File: src/rtl/fc_pkg.sv
`default_nettype none
// ============================================================================
// fc_pkg : shared FSM state encoding and word saturation helper
// Rev 1.0
// ============================================================================
package fc_pkg;

    typedef enum logic [2:0] {
        IDLE  = 3'd0,
        BIAS  = 3'd1,
        MAC   = 3'd2,
        DRAIN = 3'd3,
        DONE  = 3'd4
    } fc_state_e;

    // Clamp v to the signed range of a width-bit word; caller truncates the result.
    function automatic logic signed [63:0] sat_word(input logic signed [63:0] v,
                                                    input int width);
        logic signed [63:0] hi;
        logic signed [63:0] lo;
        hi = (64'sd1 <<< (width - 1)) - 64'sd1;
        lo = -(64'sd1 <<< (width - 1));
        if (v > hi) begin
            return hi;
        end else if (v < lo) begin
            return lo;
        end
        return v;
    endfunction

endpackage
`default_nettype wire

File: src/rtl/fc_mac.sv
`default_nettype none
// ============================================================================
// fc_mac : bias-preloaded signed accumulator with floor shift and saturation
// Rev 1.0
// ============================================================================
module fc_mac
    import fc_pkg::*;
#(
    parameter int WORD_SIZE = 16,
    parameter int FRAC_BITS = 8,
    parameter int ACC_W     = 35
) (
    input  logic                 clk,
    input  logic                 rst_n,
    input  logic                 load_bias_i,
    input  logic                 acc_en_i,
    input  logic [WORD_SIZE-1:0] x_data_i,
    input  logic [WORD_SIZE-1:0] w_data_i,
    output logic [WORD_SIZE-1:0] z_o
);

    localparam int PW = 2 * WORD_SIZE;

    logic signed [ACC_W-1:0] acc_q;
    logic signed [PW-1:0]    w_x_ext;
    logic signed [PW-1:0]    w_w_ext;
    logic signed [PW-1:0]    w_prod;
    logic signed [ACC_W-1:0] w_prod_ext;
    logic signed [ACC_W-1:0] w_bias_ext;
    logic signed [ACC_W-1:0] w_sum;
    logic signed [ACC_W-1:0] w_shift;
    logic signed [63:0]      w_wide;

    assign w_x_ext    = {{WORD_SIZE{x_data_i[WORD_SIZE-1]}}, x_data_i};
    assign w_w_ext    = {{WORD_SIZE{w_data_i[WORD_SIZE-1]}}, w_data_i};
    assign w_prod     = w_x_ext * w_w_ext;
    assign w_prod_ext = {{(ACC_W-PW){w_prod[PW-1]}}, w_prod};
    assign w_bias_ext = {{(ACC_W-WORD_SIZE){w_data_i[WORD_SIZE-1]}}, w_data_i} <<< FRAC_BITS;
    assign w_sum      = acc_q + w_prod_ext;

    // The output includes the product still in flight, so the final term needs no extra cycle.
    assign w_shift = w_sum >>> FRAC_BITS;
    assign w_wide  = {{(64-ACC_W){w_shift[ACC_W-1]}}, w_shift};
    assign z_o     = WORD_SIZE'(sat_word(w_wide, WORD_SIZE));

    always_ff @(posedge clk or negedge rst_n) begin
        if (!rst_n) begin
            acc_q <= '0;
        end else if (load_bias_i) begin
            acc_q <= w_bias_ext;
        end else if (acc_en_i) begin
            acc_q <= w_sum;
        end
    end

endmodule
`default_nettype wire

File: src/rtl/fc_output_layer.sv
`default_nettype none
// ============================================================================
// fc_output_layer : sequential fully-connected layer, one MAC per cycle
// Rev 1.0
// ============================================================================
module fc_output_layer
    import fc_pkg::*;
#(
    parameter int WORD_SIZE  = 16,
    parameter int FRAC_BITS  = 8,
    parameter int IN_SIZE    = 84,
    parameter int LAYER_SIZE = 10
) (
    input  logic                                        clk,
    input  logic                                        rst_n,
    input  logic                                        start,
    output logic                                        busy,
    output logic                                        rd_en,
    output logic [$clog2(IN_SIZE)-1:0]                  x_addr,
    input  logic [WORD_SIZE-1:0]                        x_data,
    output logic [$clog2(LAYER_SIZE*(IN_SIZE+1))-1:0]   w_addr,
    input  logic [WORD_SIZE-1:0]                        w_data,
    output logic [WORD_SIZE-1:0]                        Z [LAYER_SIZE],
    output logic                                        out_valid,
    input  logic                                        out_ready
);

    localparam int XA_W      = $clog2(IN_SIZE);
    localparam int WA_W      = $clog2(LAYER_SIZE * (IN_SIZE + 1));
    localparam int JW        = (LAYER_SIZE > 1) ? $clog2(LAYER_SIZE) : 1;
    localparam int ACC_W     = 2 * WORD_SIZE + $clog2(IN_SIZE + 1);
    localparam int BIAS_BASE = LAYER_SIZE * IN_SIZE;

    fc_state_e              state_q;
    fc_state_e              state_d;
    logic [XA_W-1:0]        i_q;
    logic [XA_W-1:0]        i_d;
    logic [JW-1:0]          j_q;
    logic [JW-1:0]          j_d;
    logic                   w_load_bias;
    logic                   w_acc_en;
    logic                   w_z_we;
    logic [WORD_SIZE-1:0]   w_z;
    logic [WORD_SIZE-1:0]   z_q [LAYER_SIZE];

    always_comb begin
        state_d     = state_q;
        i_d         = i_q;
        j_d         = j_q;
        rd_en       = 1'b0;
        x_addr      = '0;
        w_addr      = '0;
        w_load_bias = 1'b0;
        w_acc_en    = 1'b0;
        w_z_we      = 1'b0;
        case (state_q)
            IDLE: begin
                if (start) begin
                    j_d     = '0;
                    state_d = BIAS;
                end
            end
            BIAS: begin
                rd_en   = 1'b1;
                w_addr  = WA_W'(BIAS_BASE + int'(j_q));
                i_d     = '0;
                state_d = MAC;
            end
            MAC: begin
                rd_en  = 1'b1;
                x_addr = i_q;
                w_addr = WA_W'(int'(j_q) * IN_SIZE + int'(i_q));
                // Data returning in the first MAC cycle is the bias read issued in BIAS.
                if (i_q == '0) begin
                    w_load_bias = 1'b1;
                end else begin
                    w_acc_en = 1'b1;
                end
                if (i_q == XA_W'(IN_SIZE - 1)) begin
                    state_d = DRAIN;
                end else begin
                    i_d = i_q + 1'b1;
                end
            end
            DRAIN: begin
                w_z_we = 1'b1;
                if (j_q == JW'(LAYER_SIZE - 1)) begin
                    state_d = DONE;
                end else begin
                    j_d     = j_q + 1'b1;
                    state_d = BIAS;
                end
            end
            DONE: begin
                if (out_ready) begin
                    state_d = IDLE;
                end
            end
            default: begin
                state_d = IDLE;
            end
        endcase
    end

    always_ff @(posedge clk or negedge rst_n) begin
        if (!rst_n) begin
            state_q <= IDLE;
            i_q     <= '0;
            j_q     <= '0;
        end else begin
            state_q <= state_d;
            i_q     <= i_d;
            j_q     <= j_d;
        end
    end

    always_ff @(posedge clk or negedge rst_n) begin
        if (!rst_n) begin
            for (int k = 0; k < LAYER_SIZE; k++) begin
                z_q[k] <= '0;
            end
        end else if (w_z_we) begin
            z_q[j_q] <= w_z;
        end
    end

    fc_mac #(
        .WORD_SIZE (WORD_SIZE),
        .FRAC_BITS (FRAC_BITS),
        .ACC_W     (ACC_W)
    ) u_mac (
        .clk         (clk),
        .rst_n       (rst_n),
        .load_bias_i (w_load_bias),
        .acc_en_i    (w_acc_en),
        .x_data_i    (x_data),
        .w_data_i    (w_data),
        .z_o         (w_z)
    );

    for (genvar g = 0; g < LAYER_SIZE; g++) begin : g_z_out
        assign Z[g] = z_q[g];
    end

    assign busy      = (state_q != IDLE);
    assign out_valid = (state_q == DONE);

endmodule
`default_nettype wire

File: config.mk
export PLATFORM = sky130hd
export DESIGN_NAME = fc_output_layer
export DESIGN_NICKNAME = d
export VERILOG_FILES = /design/src/rtl/fc_pkg.sv /design/src/rtl/fc_mac.sv /design/src/rtl/fc_output_layer.sv
export SDC_FILE = /design/constraint.sdc
export NUM_CORES = 1
export LEC_CHECK = 0
export CAP_MARGIN = 25
export CORE_AREA = 2 2 211 254
export DETAILED_ROUTE_END_ITERATION = 16
export DIE_AREA = 0 0 213 256
export DONT_BUFFER_PORTS = 1
export GPL_TIMING_DRIVEN = 0
export SETUP_SLACK_MARGIN = 0.02
export SYNTH_ARGS = -nofsm -noshare
export SYNTH_HDL_FRONTEND = slang
export SYNTH_SLANG_ARGS = --single-unit
File: constraint.sdc
create_clock -name clk -period 7.85 [get_ports clk]
set_clock_uncertainty 0.2 [all_clocks]
set_input_delay 0.3925 -clock clk [delete_from_list [all_inputs] [get_ports clk]]
set_output_delay 0.3925 -clock clk [all_outputs]
set_load 0.01 [all_outputs]
**Word level (Yosys, flattened, before mapping)**

Index checks and enable logic that the tools add are counted.

- Flip-flop bits (word level): 213
- Bits in latches: 0
- Bits in writable memories: 0
- Bits in read-only memories: 0
- Input bits: 36
- Output and inout port bits: 180
- Word-level logic and storage cells: 76
- Memories: 0

- Add/subtract/negate cells: 5
- $mul: 2
- Divide/modulo/power cells: 0
- Magnitude comparators: 4
- Equal/unequal tests: 11
- Shift-type cells: 0
- Muxes and demuxes: 28
- Bitwise operators: 1
- Reductions and logical operators: 11

Operators with widths:

| kind | count |
|---|---|
| $bwmux 160 | 1 |
| $mux 39 | 2 |
| $demux 16 s4 | 1 |
| $mux 16 | 4 |
| $add 39x32->39 | 1 |
| $mul 16x16->32 | 1 |
| $gt 31x16->1 const B | 1 |
| $lt 31x16->1 const B | 1 |
| $pmux 10 s2 | 1 |
| $pmux 3 s5 | 1 |
| $mux 7 | 2 |
| $pmux 7 s2 | 1 |
| $mux 3 | 4 |
| $add 10x4->10 const A | 1 |
| $add 10x7->10 | 1 |
| $mul 4x5->8 const B | 1 |
| $mux 1 | 8 |
| $mux 4 | 2 |
| $ne 2x2->1 const B | 4 |
| $pmux 4 s2 | 1 |
| $add 7x1->7 const B | 1 |
| $eq 7x7->1 const B | 1 |
| $logic_not 7->1 | 1 |
| $eq 3x2->1 const B | 2 |
| other kinds (15) | 18 |

**Logic depth before layout (Yosys ltp)**

- Word-level depth: 7
- Depth in mapped cells: 28
- Mapped depth without buffers: 23

**Cells and area by module**

Synthesis repeated with hierarchy kept, for this count alone.

- Cells, all modules: 2049
- Area, all modules: 21672.0 µm²

Modules (own cells, without submodules):

| module | instances | cells an instance | area each (µm²) |
|---|---|---|---|
| fc_mac | 1 | 1537 | 14313.7 |
| fc_output_layer | 1 | 512 | 7358.3 |

**Least setup slack after synthesis**

Ideal clock, no wire load.

- Path kind: input to register
- Start: input port x_data[15]
- End: register z_q, in the netlist Z[107]
- Library setup time: 0.142 ns
- Arrival time: 7.114 ns
- Required time: 7.508 ns
- Setup slack: 0.394 ns
- Stages: 22
- Buffers on the path: 3
- Cell sequence: clkbuf_1 > nand2_1 > inv_1 > fa_1 > fa_1 > fa_1 > fa_1 > fa_1 > inv_1 > fa_1 > inv_1 > ha_1 > buf_2 > a21oi_1 > o21ai_0 > a221o_1 > or3_1 > a211oi_1 > nand4_2 > buf_6 > o41ai_4 > o31ai_1

- Longest elaborated chain between the ends: 7

RTL lines:

| item | line | source |
|---|---|---|
| start, declared | fc_output_layer.sv:20 | `input logic [WORD_SIZE-1:0] x_data,` |
| $mul 16x16->32 (*) | fc_mac.sv:36 | `assign w_prod = w_x_ext * w_w_ext;` |
| $add 39x32->39 (*) | fc_mac.sv:39 | `assign w_sum = acc_q + w_prod_ext;` |
| $lt 31x16->1 | fc_pkg.sv:25 | `end else if (v < lo) begin` |
| $mux 1 | fc_pkg.sv:25 |  |
| $mux 1 | fc_pkg.sv:23 | `if (v > hi) begin` |
| $mux 16 (*) | fc_pkg.sv:28 | `return v;` |
| $bwmux 160 (*) | fc_output_layer.sv:123 | `z_q[j_q] <= w_z;` |
| end signal, assigned by index | fc_output_layer.sv:123 |  |
| end, declared | fc_output_layer.sv:44 | `logic [WORD_SIZE-1:0] z_q [LAYER_SIZE];` |

Mark *: on every way between the ends. The rest lies on a longest branch, timed or not.
A chain may end at the register's enable or synchronous reset.

**Final worst setup path**

- Start: input port w_data[9]
- End: register z_q, in the netlist Z[40]

- Longest elaborated chain between the ends: 7

RTL lines:

| item | line | source |
|---|---|---|
| start, declared | fc_output_layer.sv:22 | `input logic [WORD_SIZE-1:0] w_data,` |
| $mul 16x16->32 (*) | fc_mac.sv:36 |  |
| $add 39x32->39 (*) | fc_mac.sv:39 |  |
| $lt 31x16->1 | fc_pkg.sv:25 |  |
| $mux 1 | fc_pkg.sv:25 |  |
| $mux 1 | fc_pkg.sv:23 |  |
| $mux 16 (*) | fc_pkg.sv:28 |  |
| $bwmux 160 (*) | fc_output_layer.sv:123 |  |

Marked as above.

==> impl_metrics.xml <==
<?xml version="1.0" encoding="UTF-8"?>
<metrics>
  <group name="worst_setup_path">
    <metric name="critPathLaunch" unit="">w_data[9]</metric>
    <metric name="worst-path-max-fanout" unit="">10</metric>
    <metric name="end_kind" unit="">flip-flop</metric>
    <metric name="endpoint" unit="">Z[40]</metric>
    <metric name="worst_r2r_endpoint" unit="">Z[40]</metric>
    <metric name="number_of_cells_on_the_worst_reg_to_reg_path" unit="">19</metric>
    <metric name="critPathKind" unit="">primary input to flip-flop</metric>
    <metric name="critical_path.startpoint_type" unit="">primary input</metric>
    <metric name="rrSetupSlack" unit="ns">0.93</metric>
    <metric name="crit-reg2reg-launch" unit="">u_mac.acc_q[8]</metric>
    <metric name="critPathArrivalTime" unit="ns">7.87</metric>
    <metric name="critPathRequiredTime" unit="ns">8.06</metric>
  </group>
  <group name="placement">
    <metric name="numPortBuffers" unit="">0</metric>
    <metric name="post_dp_hpwl" unit="um">58500</metric>
    <metric name="dp_worst_setup_slack" unit="ns">-1.48</metric>
    <metric name="place_congestion" unit="">0.915</metric>
    <metric name="placed_area" unit="um^2">24100</metric>
  </group>
  <group name="synthesis">
    <metric name="number_of_flops_mapped_to_enable_cells_by_yosys" unit="">0</metric>
    <metric name="ys_warn_count" unit="">0</metric>
    <metric name="ys.flop_type" unit="">sky130_fd_sc_hd__dfrtp_1</metric>
    <metric name="synth_seq_area_share" unit="%">23.0</metric>
    <metric name="synthesis.area_per_instance" unit="um^2">9.27</metric>
    <metric name="netlist_area" unit="um^2">23200</metric>
    <metric name="synth.distinct_cells" unit="">77</metric>
    <metric name="netlist_instances" unit="">2500</metric>
    <metric name="synth.ff_latch_count" unit="">213</metric>
    <metric name="postSynth.asyncResetShare" unit="%">100</metric>
    <metric name="synth_nets" unit="">2994</metric>
  </group>
  <group name="drt">
    <metric name="vias" unit="">18360</metric>
    <metric name="dr.pass1.iters" unit="">5</metric>
    <metric name="drcViolationCount" unit="">0</metric>
    <metric name="antenna_left" unit="">0</metric>
    <metric name="number_of_drc_markers_in_iteration_0" unit="">1058</metric>
    <metric name="routed_wire_length_per_instance" unit="um">22.1</metric>
    <metric name="post_drt_via_cell_ratio" unit="">5.57</metric>
    <metric name="postRouteWirelength" unit="um">72800</metric>
  </group>
  <group name="timing">
    <metric name="final_critical_path_setup_slack" unit="ns">0.192</metric>
    <metric name="slew-limit-headroom" unit="%">25.3</metric>
    <metric name="finalSetupViolCount" unit="">0</metric>
    <metric name="grt_setup_unrepaired" unit="">yes</metric>
    <metric name="max_clock_freq" unit="GHz">0.131</metric>
    <metric name="report.final.hold_viol_count" unit="">0</metric>
    <metric name="finalWorstPathRequiredPeriod" unit="ns">7.66</metric>
    <metric name="final_max_slew_viol_count" unit="">0</metric>
    <metric name="fin_crit_sh" unit="%">97.6</metric>
    <metric name="holdWs" unit="ns">0.122</metric>
    <metric name="timing_worst_slew_pin_value" unit="ns">1.12</metric>
  </group>
  <group name="die">
    <metric name="height_of_the_die" unit="um">256</metric>
    <metric name="die_x" unit="um">213</metric>
    <metric name="placeableCoreArea" unit="um^2">52100</metric>
    <metric name="start_util" unit="%">44.4</metric>
    <metric name="ios" unit="">216</metric>
    <metric name="fp.dieArea" unit="um^2">54500</metric>
    <metric name="number_of_placement_rows" unit="">92</metric>
  </group>
  <group name="global_routing">
    <metric name="grt_antenna_before_repair" unit="">1</metric>
    <metric name="global_routing_usage_summed_across_all_routing_layers" unit="%">27.7</metric>
    <metric name="first_global_vias" unit="">19627</metric>
    <metric name="grt_max_degree" unit="">214</metric>
    <metric name="globalRouteOverflowTotal" unit="">0</metric>
    <metric name="grt_pass1_wl" unit="um">117000</metric>
  </group>
  <group name="clock_network">
    <metric name="numClockSinks" unit="">213</metric>
    <metric name="cts.reportedPaths.clkPinSlew" unit="ns">0.06</metric>
    <metric name="h-tree-depth" unit="">1</metric>
    <metric name="clock_tree.root_cell" unit="">sky130_fd_sc_hd__clkbuf_16</metric>
    <metric name="number_of_buffers_added_by_the_clock_tree_synthesis_step" unit="">23</metric>
    <metric name="worstSkewPairLatency" unit="ns">0.54</metric>
    <metric name="tritoncts" unit="">built</metric>
    <metric name="clock_path_buffers" unit="">3</metric>
  </group>
  <group name="status">
    <metric name="outcome" unit="">finished, final reports clean</metric>
  </group>
  <group name="cells_and_area">
    <metric name="final_layout_size_suffix_gt1_share" unit="%">9.15</metric>
    <metric name="fin_nets" unit="">3068</metric>
    <metric name="final_common_cell" unit="">sky130_fd_sc_hd__inv_1</metric>
    <metric name="area_delta_synth_final" unit="%">11.3</metric>
    <metric name="final_cell_mix" unit="">sky130_fd_sc_hd__inv_1 (393), sky130_fd_sc_hd__nand2_1 (384), sky130_fd_sc_hd__fa_1 (324), sky130_fd_sc_hd__dfrtp_1 (213), sky130_fd_sc_hd__and2_1 (135)</metric>
    <metric name="design_area" unit="um^2">25800</metric>
  </group>
  <group name="flow_run">
    <metric name="cap_viol_max_count" unit="">0</metric>
  </group>
  <group name="hold_path">
    <metric name="path_category_of_the_worst_min_delay_check" unit="">primary input to flip-flop</metric>
  </group>
</metrics>
repair_timing:
action	4_1_cts	5_1_grt
endpoints found under the setup margin	159	150
resized for setup	49	106
buffers inserted	8	22
hold buffers	13	0
pin swaps	10	12
hold endpoints to repair	226	0
how the worst min path moves through the flow:
stage / cells after the start / slack (ns) / endpoint / from
after floorplan: 0 / -0.10 / Z[0] / rst_n
after global placement: 0 / -0.1 / Z[107] / rst_n
after detailed placement: 0 / -0.1 / Z[107] / rst_n
after CTS: 4 / 0.12 / u_mac.acc_q[0] / x_data[0]
after global routing: 3 / 0.16 / u_mac.acc_q[16] / w_data[8]
final: 3 / 0.12 / u_mac.acc_q[20] / w_data[12]
metal layers:
layer  track usage (%)  part of all wire, %  vias up  routed length, um
met3              6.20                  7.5      140               5480
met5                 0                    0        -                  0
met1              34.3                   39     9304              28200
met2              47.5                   50      614              36100
met4              9.29                  4.0        0               2910
li1                  -                    -     8302                  -
synth_stat cells, drive strengths merged (3+ instances only):
library cell / count / area [um^2]
buf: 37 / 206
a2111oi: 4 / 60.1
o311ai: 11 / 166
o221ai: 4 / 41.3
ha: 130 / 1630
nand2b: 8 / 50.1
a21boi: 4 / 30.0
o31ai: 91 / 766
nor2: 121 / 454
o41ai: 24 / 300
o22ai: 5 / 31.3
xor2: 19 / 166
and4: 3 / 26.3
nor2b: 3 / 18.8
nand2: 386 / 1450
o21bai: 8 / 63.8
dfrtp: 213 / 5330
o211ai: 73 / 562
fa: 328 / 6570
o2111ai: 10 / 105
inv: 395 / 1480
nor3b: 6 / 45.0
clkbuf: 107 / 402
a21o: 17 / 128
a41oi: 16 / 140
a211oi: 9 / 72.6
o21ai: 79 / 395
or2: 3 / 18.8
and3: 9 / 56.3
nand4: 11 / 75.1
o21a: 7 / 52.6
mux2i: 4 / 43.8
xnor2: 27 / 236
a31oi: 8 / 50.1
or3: 7 / 48.8
nor3: 49 / 245
a21oi: 71 / 359
a221o: 4 / 40.0
and2: 135 / 845
nand3: 13 / 65.1
nor4: 22 / 180
critical path: stages:
cell,delay (ns)
sky130_fd_sc_hd__clkbuf_2,0.28
sky130_fd_sc_hd__buf_4,0.27
sky130_fd_sc_hd__nand2_1,0.10
sky130_fd_sc_hd__fa_1,0.56
sky130_fd_sc_hd__inv_1,0.05
sky130_fd_sc_hd__fa_1,0.52
sky130_fd_sc_hd__fa_1,0.45
sky130_fd_sc_hd__fa_1,0.56
sky130_fd_sc_hd__fa_1,0.56
sky130_fd_sc_hd__inv_1,0.06
sky130_fd_sc_hd__fa_1,0.54
sky130_fd_sc_hd__inv_1,0.05
sky130_fd_sc_hd__ha_1,0.27
sky130_fd_sc_hd__buf_2,0.19
sky130_fd_sc_hd__nand4_1,0.17
sky130_fd_sc_hd__or3_1,0.41
sky130_fd_sc_hd__or2_1,0.27
sky130_fd_sc_hd__o221ai_4,0.29
sky130_fd_sc_hd__o21ai_0,0.18
sky130_fd_sc_hd__a211oi_1,0.29
sky130_fd_sc_hd__nand4_2,0.26
sky130_fd_sc_hd__clkbuf_4,0.30
sky130_fd_sc_hd__clkbuf_2,0.25
sky130_fd_sc_hd__o41ai_2,0.47
sky130_fd_sc_hd__nor3_1,0.10
metrics by stage:
step / TNS [ns] / instances / utilization, %
final: 0 / 3295 / 49.5
after global routing: -0.0243 / 3295 / 49.5
after CTS: 0 / 3272 / 48.6
after detailed placement: -207.19 / 3211 / 46.3
after global placement: -225.11 / 3205 / 46.1
after floorplan: 0 / 2500 / -
cell families (layout without fill, tap and decap cells):
logic type / Yosys count / after routing / share of synthesized area (%)
AOI/OAI and AO/OA: 457 / 457 / 15.0
xor gates and xnor gates: 46 / 46 / 1.74
adders and majority gates: 458 / 458 / 35.4
buffers and inverters: 539 / 628 / 9.02
DFF: 213 / 213 / 23.0
muxes: 6 / 6 / 0.286
other: 0 / 1 / 0
and+or+nand+nor: 781 / 781 / 15.6
cell type report:
cell class | count | area (um^2)
fill | 4921 | 26400
clock inverter | 8 | 92.6
antenna | 1 | 2.50
sequential | 213 | 5330
buffer | 144 | 701
timing repair buffer | 49 | 512
clock buffer | 32 | 669
tap | 705 | 882
inverter | 395 | 1490
multi-input combinational | 1748 | 16100
registers in the layout, indices dropped and copies added, names as in the netlist:
signal       flops
Z              160
i_q              7
j_q              4
state_q          3
u_mac.acc_q     39
Power is left out: the tool's default activity adds up to more than one toggle a clock period on the data nets, which glitch-free logic cannot reach.
